### src/rtl/noc_pkg.sv
// noc_pkg: shared routing command encodings and dummy-data value for NoC switch blocks.
package noc_pkg;
    typedef enum logic [1:0] {
        CMD_DROP = 2'b00,
        CMD_LOW  = 2'b01,
        CMD_HIGH = 2'b10,
        CMD_BOTH = 2'b11
    } cmd_e;

    localparam logic DUMMY_BIT = 1'b0;
endpackage

### src/rtl/noc_fifo_lite.sv
// noc_fifo_lite: single-clock FIFO with async active-high reset; head reads as dummy data when empty.
module noc_fifo_lite
    import noc_pkg::*;
#(
    parameter int DATA_WIDTH = 32,
    parameter int DEPTH      = 2
) (
    input  logic                  clk,
    input  logic                  rst,
    input  logic                  i_push,
    input  logic                  i_pop,
    input  logic [DATA_WIDTH-1:0] i_data,
    output logic                  o_full,
    output logic                  o_empty,
    output logic [DATA_WIDTH-1:0] o_head
);
    localparam int AW = $clog2(DEPTH);

    logic [DATA_WIDTH-1:0] r_mem [DEPTH];
    logic [AW-1:0]         r_wr_ptr;
    logic [AW-1:0]         r_rd_ptr;
    logic [AW:0]           r_count;

    always_ff @(posedge clk or posedge rst) begin
        if (rst) begin
            r_wr_ptr <= '0;
            r_rd_ptr <= '0;
            r_count  <= '0;
        end else begin
            if (i_push) r_wr_ptr <= r_wr_ptr + AW'(1);
            if (i_pop) r_rd_ptr <= r_rd_ptr + AW'(1);
            r_count <= r_count + (AW+1)'(i_push) - (AW+1)'(i_pop);
        end
    end

    // Storage needs no reset: the head is masked while the FIFO is empty.
    always_ff @(posedge clk) begin
        if (i_push) r_mem[r_wr_ptr] <= i_data;
    end

    assign o_full  = r_count == (AW+1)'(DEPTH);
    assign o_empty = r_count == '0;
    assign o_head  = o_empty ? {DATA_WIDTH{DUMMY_BIT}} : r_mem[r_rd_ptr];
endmodule

### src/rtl/distribute_1x2_seq.sv
// distribute_1x2_seq: 1-to-2 distribute switch with per-branch FIFOs (drop/low/high/multicast).
// Optional macro DISTRIBUTE_1X2_DROP_CNT_EN adds a saturating o_drop_cnt of accepted cmd-00 words.
module distribute_1x2_seq
    import noc_pkg::*;
#(
    parameter int DATA_WIDTH     = 32,
    parameter int COMMMAND_WIDTH = 2,
    parameter int FIFO_DEPTH     = 2
) (
    input  logic                      clk,
    input  logic                      rst,
    input  logic                      i_valid,
    input  logic [DATA_WIDTH-1:0]     i_data_bus,
    output logic                      o_ready,
    input  logic [COMMMAND_WIDTH-1:0] i_cmd,
    input  logic                      i_en,
    output logic [1:0]                o_valid,
    output logic [2*DATA_WIDTH-1:0]   o_data_bus,
`ifdef DISTRIBUTE_1X2_DROP_CNT_EN
    output logic [15:0]               o_drop_cnt,
`endif
    input  logic [1:0]                i_ready
);
    logic [1:0] w_tgt;
    logic [1:0] w_full;
    logic [1:0] w_empty;
    logic [1:0] w_push;
    logic [1:0] w_pop;
    logic       w_accept;

    assign w_tgt    = i_cmd[1:0];
    // Full is taken before same-cycle pops, so a full target always stalls the word.
    assign o_ready  = i_en & ~|(w_tgt & w_full);
    assign w_accept = i_valid & o_ready;
    assign w_push   = {2{w_accept}} & w_tgt;
    assign w_pop    = ~w_empty & i_ready & {2{i_en}};
    assign o_valid  = ~w_empty;

    for (genvar g = 0; g < 2; g++) begin : g_branch
        noc_fifo_lite #(
            .DATA_WIDTH(DATA_WIDTH),
            .DEPTH     (FIFO_DEPTH)
        ) u_fifo (
            .clk    (clk),
            .rst    (rst),
            .i_push (w_push[g]),
            .i_pop  (w_pop[g]),
            .i_data (i_data_bus),
            .o_full (w_full[g]),
            .o_empty(w_empty[g]),
            .o_head (o_data_bus[g*DATA_WIDTH +: DATA_WIDTH])
        );
    end

`ifdef DISTRIBUTE_1X2_DROP_CNT_EN
    logic [15:0] r_drop_cnt;
    logic        w_drop;

    assign w_drop = w_accept & (cmd_e'(w_tgt) == CMD_DROP);

    always_ff @(posedge clk or posedge rst) begin
        if (rst) r_drop_cnt <= '0;
        else if (w_drop && r_drop_cnt != 16'hFFFF) r_drop_cnt <= r_drop_cnt + 16'd1;
    end

    assign o_drop_cnt = r_drop_cnt;
`endif
endmodule

### config.mk
export PLATFORM = sky130hd
export DESIGN_NAME = distribute_1x2_seq
export DESIGN_NICKNAME = d
export VERILOG_FILES = /design/src/rtl/noc_pkg.sv /design/src/rtl/noc_fifo_lite.sv /design/src/rtl/distribute_1x2_seq.sv
export SDC_FILE = /design/constraint.sdc
export NUM_CORES = 1
export LEC_CHECK = 0
export CAP_MARGIN = 15
export CORE_ASPECT_RATIO = 0.6
export CORE_MARGIN = 8
export CORE_UTILIZATION = 31
export DETAILED_ROUTE_END_ITERATION = 16
export PLACE_DENSITY = 0.62
export SETUP_SLACK_MARGIN = 0.3
export SKIP_CTS_REPAIR_TIMING = 1
export SLEW_MARGIN = 40
export SYNTH_ARGS = -nofsm -noshare
export SYNTH_HDL_FRONTEND = slang
export SYNTH_SLANG_ARGS = --single-unit
### constraint.sdc
create_clock -name clk -period 7.49 [get_ports clk]
set_clock_uncertainty 0.2 [all_clocks]
set_input_delay 0.749 -clock clk [delete_from_list [all_inputs] [get_ports clk]]
set_output_delay 0.749 -clock clk [all_outputs]
set_load 0.005 [all_outputs]
## Word level (Yosys, flattened, before mapping)

Memories as Yosys holds them, arrays and structs flattened.
Index checks and enable logic that the tools add are counted.

| word-level totals | value |
|---|---|
| flip-flop bits (word level) | 8 |
| memory bits (writable) | 128 |
| bits of input ports | 40 |
| output and inout port bits | 67 |
| logic and storage cells | 35 |
| memories | 2 |

Memories:

| memory | depth | bits a word | rd ports | clocked after memory_dff | write ports | line | RTL |
|---|---|---|---|---|---|---|---|
| g_branch[0].u_fifo.r_mem | 2 | 32 | 1 | 0 | 1 | noc_fifo_lite.sv:19 | `logic [DATA_WIDTH-1:0] r_mem [DEPTH];` |
| g_branch[1].u_fifo.r_mem | 2 | 32 | 1 | 0 | 1 | noc_fifo_lite.sv:19 |  |

| operators by class | value |
|---|---|
| add/subtract/negate cells | 8 |
| eq/ne operators | 2 |
| mux-type cells | 6 |
| bitwise logic cells | 7 |
| reductions and logical operators | 4 |

Operators with widths:

| cell | number |
|---|---|
| two-way mux 32 bit | 2 |
| bitwise AND 2 bit | 4 |
| adder 1 bit, second input constant | 4 |
| adder 2 x 1 -> 2 bit | 2 |
| == test 2 bit, second input constant | 2 |
| logical NOT 2 bit | 2 |
| two-way mux 1 bit | 4 |
| subtractor 2 x 1 -> 2 bit | 2 |
| bitwise AND 1 bit | 2 |
| NOT 2 bit | 1 |
| OR reduction 2 bit | 1 |
| logical NOT 1 bit | 1 |

## Longest topological paths before layout

Gate-level depths: netlist (run 1).

| logic depth | value |
|---|---|
| depth after elaboration | 9 |
| gate-level depth with buffers | 8 |
| gate-level depth less buffers | 8 |

## Modules after synthesis

Synthesis (run 1) repeated with hierarchy kept, for this count alone.

| unflattened totals | value |
|---|---|
| cell total of the unflattened synthesis | 314 |
| area total of the unflattened synthesis | 5371.4 um^2 |

By module, submodules not included:

| module | times used | cells an instance | area an instance (um^2) | sequential area each (um^2) |
|---|---|---|---|---|
| noc_fifo_lite | 2 | 152 | 2652.5 | 2021.9 |
| distribute_1x2_seq | 1 | 10 | 66.3 | 0.0 |

## Worst setup path before layout (run 1)

OpenSTA, ideal clock, no wires.

| timing | value |
|---|---|
| path kind | input port to flip-flop |
| start | in i_valid |
| end | mem g_branch[1].u_fifo.r_mem[0][0], enable pin |
| library setup time | 0.421 ns |
| arrival | 2.461 ns |
| required time | 6.869 ns |
| path slack | 4.408 ns |
| stages | 3 |
| path buffers | 0 |
| cells stage by stage | and2_1 > nand4_1 > nor2_1 |

| between the ends | value |
|---|---|
| word-level cells in the longest chain between the ends | 4 |

Ends and longest elaborated chain:

| what | line | RTL |
|---|---|---|
| start, declared | distribute_1x2_seq.sv:12 | `input logic i_valid,` |
| bitwise AND 1 bit | distribute_1x2_seq.sv:34 | `assign w_accept = i_valid & o_ready;` |
| bitwise AND 2 bit | distribute_1x2_seq.sv:35 | `assign w_push = {2{w_accept}} & w_tgt;` |
| two-way mux 1 bit | noc_fifo_lite.sv:38 | `if (i_push) r_mem[r_wr_ptr] <= i_data;` |
| two-way mux 1 bit (implied by the code) | noc_fifo_lite.sv:38 |  |
| end, declared | noc_fifo_lite.sv:19 |  |

Every way passes these cells.

## Worst setup path after layout (run 1)

| timing | value |
|---|---|
| start | reg g_branch[0].u_fifo.r_rd_ptr |
| end | out o_data_bus[1] |

| between the ends | value |
|---|---|
| word-level cells in the longest chain between the ends | 2 |

Ends and longest elaborated chain:

| what | line | RTL |
|---|---|---|
| start, declared | noc_fifo_lite.sv:21 | `logic [AW-1:0] r_rd_ptr;` |
| start signal, assigned | noc_fifo_lite.sv:31 | `if (i_pop) r_rd_ptr <= r_rd_ptr + AW'(1);` |
| memory read (2 x 32 bit) | - |  |
| two-way mux 32 bit | noc_fifo_lite.sv:43 | `assign o_head = o_empty ? {DATA_WIDTH{DUMMY_BIT}} : r_mem[r_rd_ptr];` |
| end, declared | distribute_1x2_seq.sv:18 | `output logic [2*DATA_WIDTH-1:0] o_data_bus,` |

Every way passes these cells.

==> results of run 1 <==
synthesized netlist by cell type:
cell type,instances
nand4_2,1
and3_4,1
nand4_1,1
edfxtp_1,128
nand3b_1,2
mux2i_1,64
xor2_1,2
buf_6,6
and2_1,2
and3_1,2
buf_2,8
nand2b_1,1
dfrtp_1,8
nor2_1,67
nor2_4,2
ha_1,4
inv_1,8
inv_2,2
xnor2_1,6
flip-flops by register name, indices dropped and copies added (netlist names):
signal,flops
g_branch.u_fifo.r_rd_ptr,2
g_branch.u_fifo.r_wr_ptr,2
g_branch.u_fifo.r_count,4
g_branch.u_fifo.r_mem,128
stage by stage:
stage / power [mW] / cell area [um2] / utilization / instances / hold slack [ns]
final: 2.70 / 7270 / 0.429 / 677 / 0.360
after detailed placement: 1.90 / 6680 / 0.394 / 645 / 0.338
after global placement: 1.87 / 6570 / 0.388 / 641 / 0.332
after floorplan: 1.40 / 5300 / - / 315 / 0.259
after CTS: 2.73 / 7260 / 0.428 / 676 / 0.353
after global routing: 2.84 / 7270 / 0.429 / 677 / 0.382
worst max-delay path, cell delays in order, from the launching register on:
cell	delay, ns
dfrtp_4	0.84
mux2i_1	0.40
nor2_1	0.08
clkdlybuf4s50_1	0.46
worst paths after layout:
| kind | start | end | depth (start not counted) |
|---|---|---|---|
| setup / recovery | g_branch[0].u_fifo.r_rd_ptr$_DFFE_PP0P_ | o_data_bus[1] | 3 |
| hold / removal | g_branch[0].u_fifo.r_wr_ptr$_DFFE_PP0N_ | g_branch[0].u_fifo.r_wr_ptr$_DFFE_PP0N_ | 1 |
| setup reg to reg | g_branch[0].u_fifo.r_count[1]$_DFF_PP0_ | g_branch[0].u_fifo.r_count[1]$_DFF_PP0_ | 9 |
| hold reg to reg | g_branch[0].u_fifo.r_wr_ptr$_DFFE_PP0N_ | g_branch[0].u_fifo.r_wr_ptr$_DFFE_PP0N_ | 1 |
| max in group asynchronous | rst | g_branch[0].u_fifo.r_rd_ptr$_DFFE_PP0P_ | 2 |
| min in group asynchronous | rst | g_branch[0].u_fifo.r_count[0]$_DFF_PP0_ | 2 |
routing by layer:
| metal | vias to the layer above | track usage | share of wire |
|---|---|---|---|
| met5 | - | 0 | 0.0023 |
| met3 | 17 | 0.0469 | 0.081 |
| met4 | 4 | 0.0414 | 0.012 |
| met2 | 88 | 0.176 | 0.43 |
| li1 | 1378 | - | - |
| met1 | 1424 | 0.145 | 0.47 |
power breakdown:
| part | internal, mW | switching, mW |
|---|---|---|
| Combinational | 0.504 | 0.335 |
| Sequential | 0.909 | 0.132 |
| Clock | 0.517 | 0.302 |
| Total | 1.93 | 0.769 |
kinds of logic after synthesis:
group	after synthesis	share of synthesized area
XOR/XNOR	8	0.0132
multiplexers	64	0.121
buffers and inverters	24	0.0274
AND/OR/NAND/NOR	79	0.0661
adder cells (fa/ha/maj)	4	0.00944
flip-flops	136	0.763
area by class of cell:
cell class              count  share of cell area
clock inverters            14              0.0217
flip-flops and latches    136               0.557
multi-input cells         155               0.156
well taps                 234              0.0402
repair buffers            111               0.161
inverters                  10             0.00516
clock buffers              17              0.0585
==> out/metrics.csv, run 1 <==
stage;metric;value;unit
global_routing;Remaining Overflow, GRT;0;
detailed_routing;post-route ant nets;0;
global_routing;largest net degree at the start of global routing;34;
detailed_routing;DRT iter0 DRCs;152;
yosys;syn avg cell area;16.8;um2
global_routing;Global Route Usage Sum;0.115;
critical_path;CP Capture Type;output pin;
finish;commonest non-fill, non-tap cell in the layout;edfxtp_1;
timing;fin crit share;0.420;
floorplan;FP Rows;37;
yosys;Syn Inst Count;315;
pwr;Power Density;371;nW/um2
placement;GPL Wtd Cong;0.717;
yosys;top post-synthesis cells by area;edfxtp_1 73%, mux2i_1 12%, nor2_1 4.7%;
floorplan;total core area;16900;um2
yosys;largest area contributor in the synthesized netlist;edfxtp_1;
critical_path;crit path launch type;register;
floorplan;IO Pins;107;
global_routing;first-pass GRT wire length;18.1;mm
timing;final worst slack;4.34;ns
timing;RSZ-0062 raised after global routing;false;
floorplan;DIE WIDTH;185;um
clock_network;CTS tree;yes;
yosys;Synth top area share;0.725;
floorplan;Die H;117;um
clock_network;CTS Buf Count;17;
min_path;Hold WC Path Type;reg -> reg;
detailed_routing;detailed-route via count;2911;
detailed_routing;router iterations before antenna repair;4;
floorplan;Die Area;21700;um2
global_routing;initial antenna violation count;2;
yosys;flops & latches, synth;136;
detailed_routing;via/cell ratio;4.30;
clock_network;Clock Path Buffers;2;
critical_path;crit path max fanout;33;
clock_network;worst skew pair latency;0.41;ns
pwr;worst vdd ir;0.146;mV
pwr;Leak Pwr;2.65;nW
timing;final worst path period need;3.15;ns
placement;I/O Buffers;106;
yosys;Post-Syn Nets;359;
finish;area grow syn2layout;37.3;%
finish;n_diodes;0;
timing;Slew Limit Fails;0;
detailed_routing;Detailed Route WL;12.0;mm
clock_network;H-tree levels;4;
detailed_routing;drt wl/cell;17.7;um
finish;NumNets Final;475;
clock_network;clock slew at reported path FFs;0.06;ns
clock_network;TritonCTS Sinks;136;
timing;Rel. slew slack;0.577;
clock_network;root buffer cell;clkbuf_16;
critical_path;FF-to-FF setup slack;5.12;ns
job;max cap viols;0;
critical_path;Critical Path RT;6.54;ns
floorplan;Initial Util;0.313;
yosys;Synthesis Warnings;0;
finish;fillers;1535;
timing;final hold violations;0;
placement;Detailed Place HPWL;8.26;mm
global_routing;vias in the first global route;3155;
placement;Post-Place Worst Slack;4.22;ns
critical_path;WS Path Type;reg -> out;
timing;fmax;318;MHz
yosys;post-synthesis sequential area ratio;0.763;
yosys;Synth Cell Area;5300;um2
detailed_routing;Residual DRC;0;
critical_path;Critical Path AT;2.20;ns
timing;setup TNS;0;ns
finish;Multi-input gate area;1140;um2
timing;Slew @ Worst Pin;0.633;ns
finish;ratio of cells with drive above 1 in the final layout;0.104;
timing;final setup vio count;0;
finish;Storage cell area;4050;um2
yosys;Distinct cells, synth;19;
outcome;outcome;finished clean;
finish;most frequent cells in the layout;128 x edfxtp_1, 106 x clkdlybuf4s50_1, 64 x mux2i_1, 64 x nor2_1, 17 x clkbuf_16;
Note: power is estimated with default switching activity, not from simulation.
==> inputs of run 2 (changes only) <==
- clock period: 7.49 -> 2.9 ns (I/O delays scaled with it)
==> run 2 against run 1 <==
  * Register-to-register slack lost 4.3 ns
  * Global-route usage grew 0.073 points
  * Via count grew 2.9%
  * Count of clock-buffer cells in the layout is the same
  * Highest routed layer is now met4
==> out/metrics.csv, run 2 (synthesis results as in run 1) <==
stage;metric;value;unit
outcome;outcome;finished clean;
critical_path;Crit-path slowest cell;clkdlybuf4s50_1;
timing;final worst slack;0.414;ns
critical_path;Critical Path RT;2.41;ns
detailed_routing;detailed-route via count;2995;
finish;commonest non-fill, non-tap cell in the layout;edfxtp_1;
global_routing;Remaining Overflow, GRT;0;
finish;max reg flops;128;
global_routing;largest net degree at the start of global routing;18;
timing;Slew Limit Fails;0;
clock_network;clock slew at reported path FFs;0.06;ns
critical_path;crit-path cells;nor2_4 -> buf_4 -> nor2_1 -> clkdlybuf4s50_1;
timing;final hold violations;0;
floorplan;Initial Util;0.313;
finish;ratio of cells with drive above 1 in the final layout;0.135;
detailed_routing;router iterations before antenna repair;6;
floorplan;Die H;117;um
clock_network;root buffer cell;clkbuf_16;
timing;final setup vio count;0;
min_path;Hold WC Path Type;in -> reg;
floorplan;DIE WIDTH;185;um
clock_network;CTS Buf Count;17;
critical_path;crit path max fanout;16;
critical_path;CP Capture Type;output pin;
finish;Reg with most FFs;g_branch.u_fifo.r_mem;
finish;fin area;7330;um2
timing;setup TNS;0;ns
critical_path;CP max stage delay;0.47;ns
placement;Detailed Place HPWL;8.54;mm
finish;Largest regs;g_branch.u_fifo.r_mem: 128 flops, g_branch.u_fifo.r_count: 4 flops;
critical_path;CP Buf/Inv Count;2;
finish;Final Core Density;0.433;
placement;I/O Buffers;106;
pwr;Power Density;953;nW/um2
timing;RSZ-0062 raised after global routing;false;
global_routing;first-pass GRT wire length;18.3;mm
clock_network;Clock Path Buffers;2;
finish;final non-filler cell total;692;
clock_network;TritonCTS Sinks;136;
detailed_routing;via/cell ratio;4.33;
detailed_routing;Residual DRC;0;
detailed_routing;drt wl/cell;17.7;um
floorplan;total core area;16900;um2
clock_network;worst skew pair latency;0.41;ns
detailed_routing;DRT iter0 DRCs;160;
placement;Post-Place Worst Slack;0.543;ns
finish;n_diodes;0;
global_routing;vias in the first global route;3187;
clock_network;CTS tree;yes;
pwr;Leak Pwr;2.70;nW
floorplan;FP Rows;37;
placement;GPL Wtd Cong;0.732;
job;max cap viols;0;
finish;NumNets Final;489;
timing;fmax;402;MHz
detailed_routing;Detailed Route WL;12.2;mm
timing;hold_ws;0.323;ns
finish;area grow syn2layout;38.3;%
critical_path;Crit path max-delay family;buffers and inverters;
pwr;Final Power;6.99;mW
pwr;worst vdd ir;0.348;mV
critical_path;crit path launch type;register;
critical_path;Critical Path AT;2.00;ns
timing;Rel. slew slack;0.736;
finish;most frequent cells in the layout;128 x edfxtp_1, 106 x clkdlybuf4s50_1, 64 x mux2i_1, 64 x nor2_1, 17 x clkbuf_16;
timing;Slew @ Worst Pin;0.395;ns
global_routing;Global Route Usage Sum;0.115;
global_routing;initial antenna violation count;0;
placement;Placement Cell Area;6710;um2
floorplan;Die Area;21700;um2
critical_path;WS Path Type;reg -> out;
placement;placed insts;656;
floorplan;IO Pins;107;
timing;final worst path period need;2.49;ns
clock_network;H-tree levels;4;
detailed_routing;post-route ant nets;0;
timing;fin crit share;0.857;
run 2: cell types whose count changed in the layout (fill, tap and decap cells not counted), moves of 2 or more:
cell and delta:
buf_4 +14, inv_6 +6, buf_12 +4, buf_16 -3, bufinv_16 -3, clkinv_2 -3, buf_8 -2, clkinv_1 -2
run 2: cell type report:
| class | instances | area, um2 |
|---|---|---|
| fillers | 1537 | 9610 |
| flip-flops and latches | 136 | 4050 |
| repair buffers | 125 | 1260 |
| multi-input cells | 155 | 1130 |
| clock buffers | 17 | 425 |
| well taps | 234 | 293 |
| clock inverters | 15 | 133 |
| inverters | 10 | 37.5 |
run 2: power breakdown:
group	switching [mW]	internal, mW
registers	0.123	2.35
clock network	0.884	1.12
logic	1.11	1.40
total	2.12	4.87
run 2: worst paths after layout:
| kind | startpoint | to | slack (ns) | depth (start not counted) |
|---|---|---|---|---|
| hold reg to reg | g_branch[1].u_fifo.r_wr_ptr$_DFFE_PP0N_ | g_branch[1].u_fifo.r_wr_ptr$_DFFE_PP0N_ | 0.37 | 1 |
| setup reg to reg | g_branch[1].u_fifo.r_count[1]$_DFF_PP0_ | g_branch[1].u_fifo.r_count[1]$_DFF_PP0_ | 0.80 | 8 |
| hold / removal | i_data_bus[16] | g_branch[1].u_fifo.r_mem[0][16]$_DFFE_PP_ | 0.32 | 1 |
| setup / recovery | g_branch[1].u_fifo.r_count[1]$_DFF_PP0_ | o_data_bus[34] | 0.41 | 4 |
| max in group asynchronous | rst | g_branch[0].u_fifo.r_rd_ptr$_DFFE_PP0P_ | 1.67 | 3 |
| min in group asynchronous | rst | g_branch[0].u_fifo.r_count[1]$_DFF_PP0_ | 0.54 | 3 |
run 2: layer usage:
layer | track usage | part of all wire | vias up
met2 | 0.171 | 0.43 | 87
met1 | 0.156 | 0.50 | 1489
met5 | 0 | 0 | -
li1 | - | - | 1412
met3 | 0.0435 | 0.063 | 7
met4 | 0.0334 | 0.0051 | 0
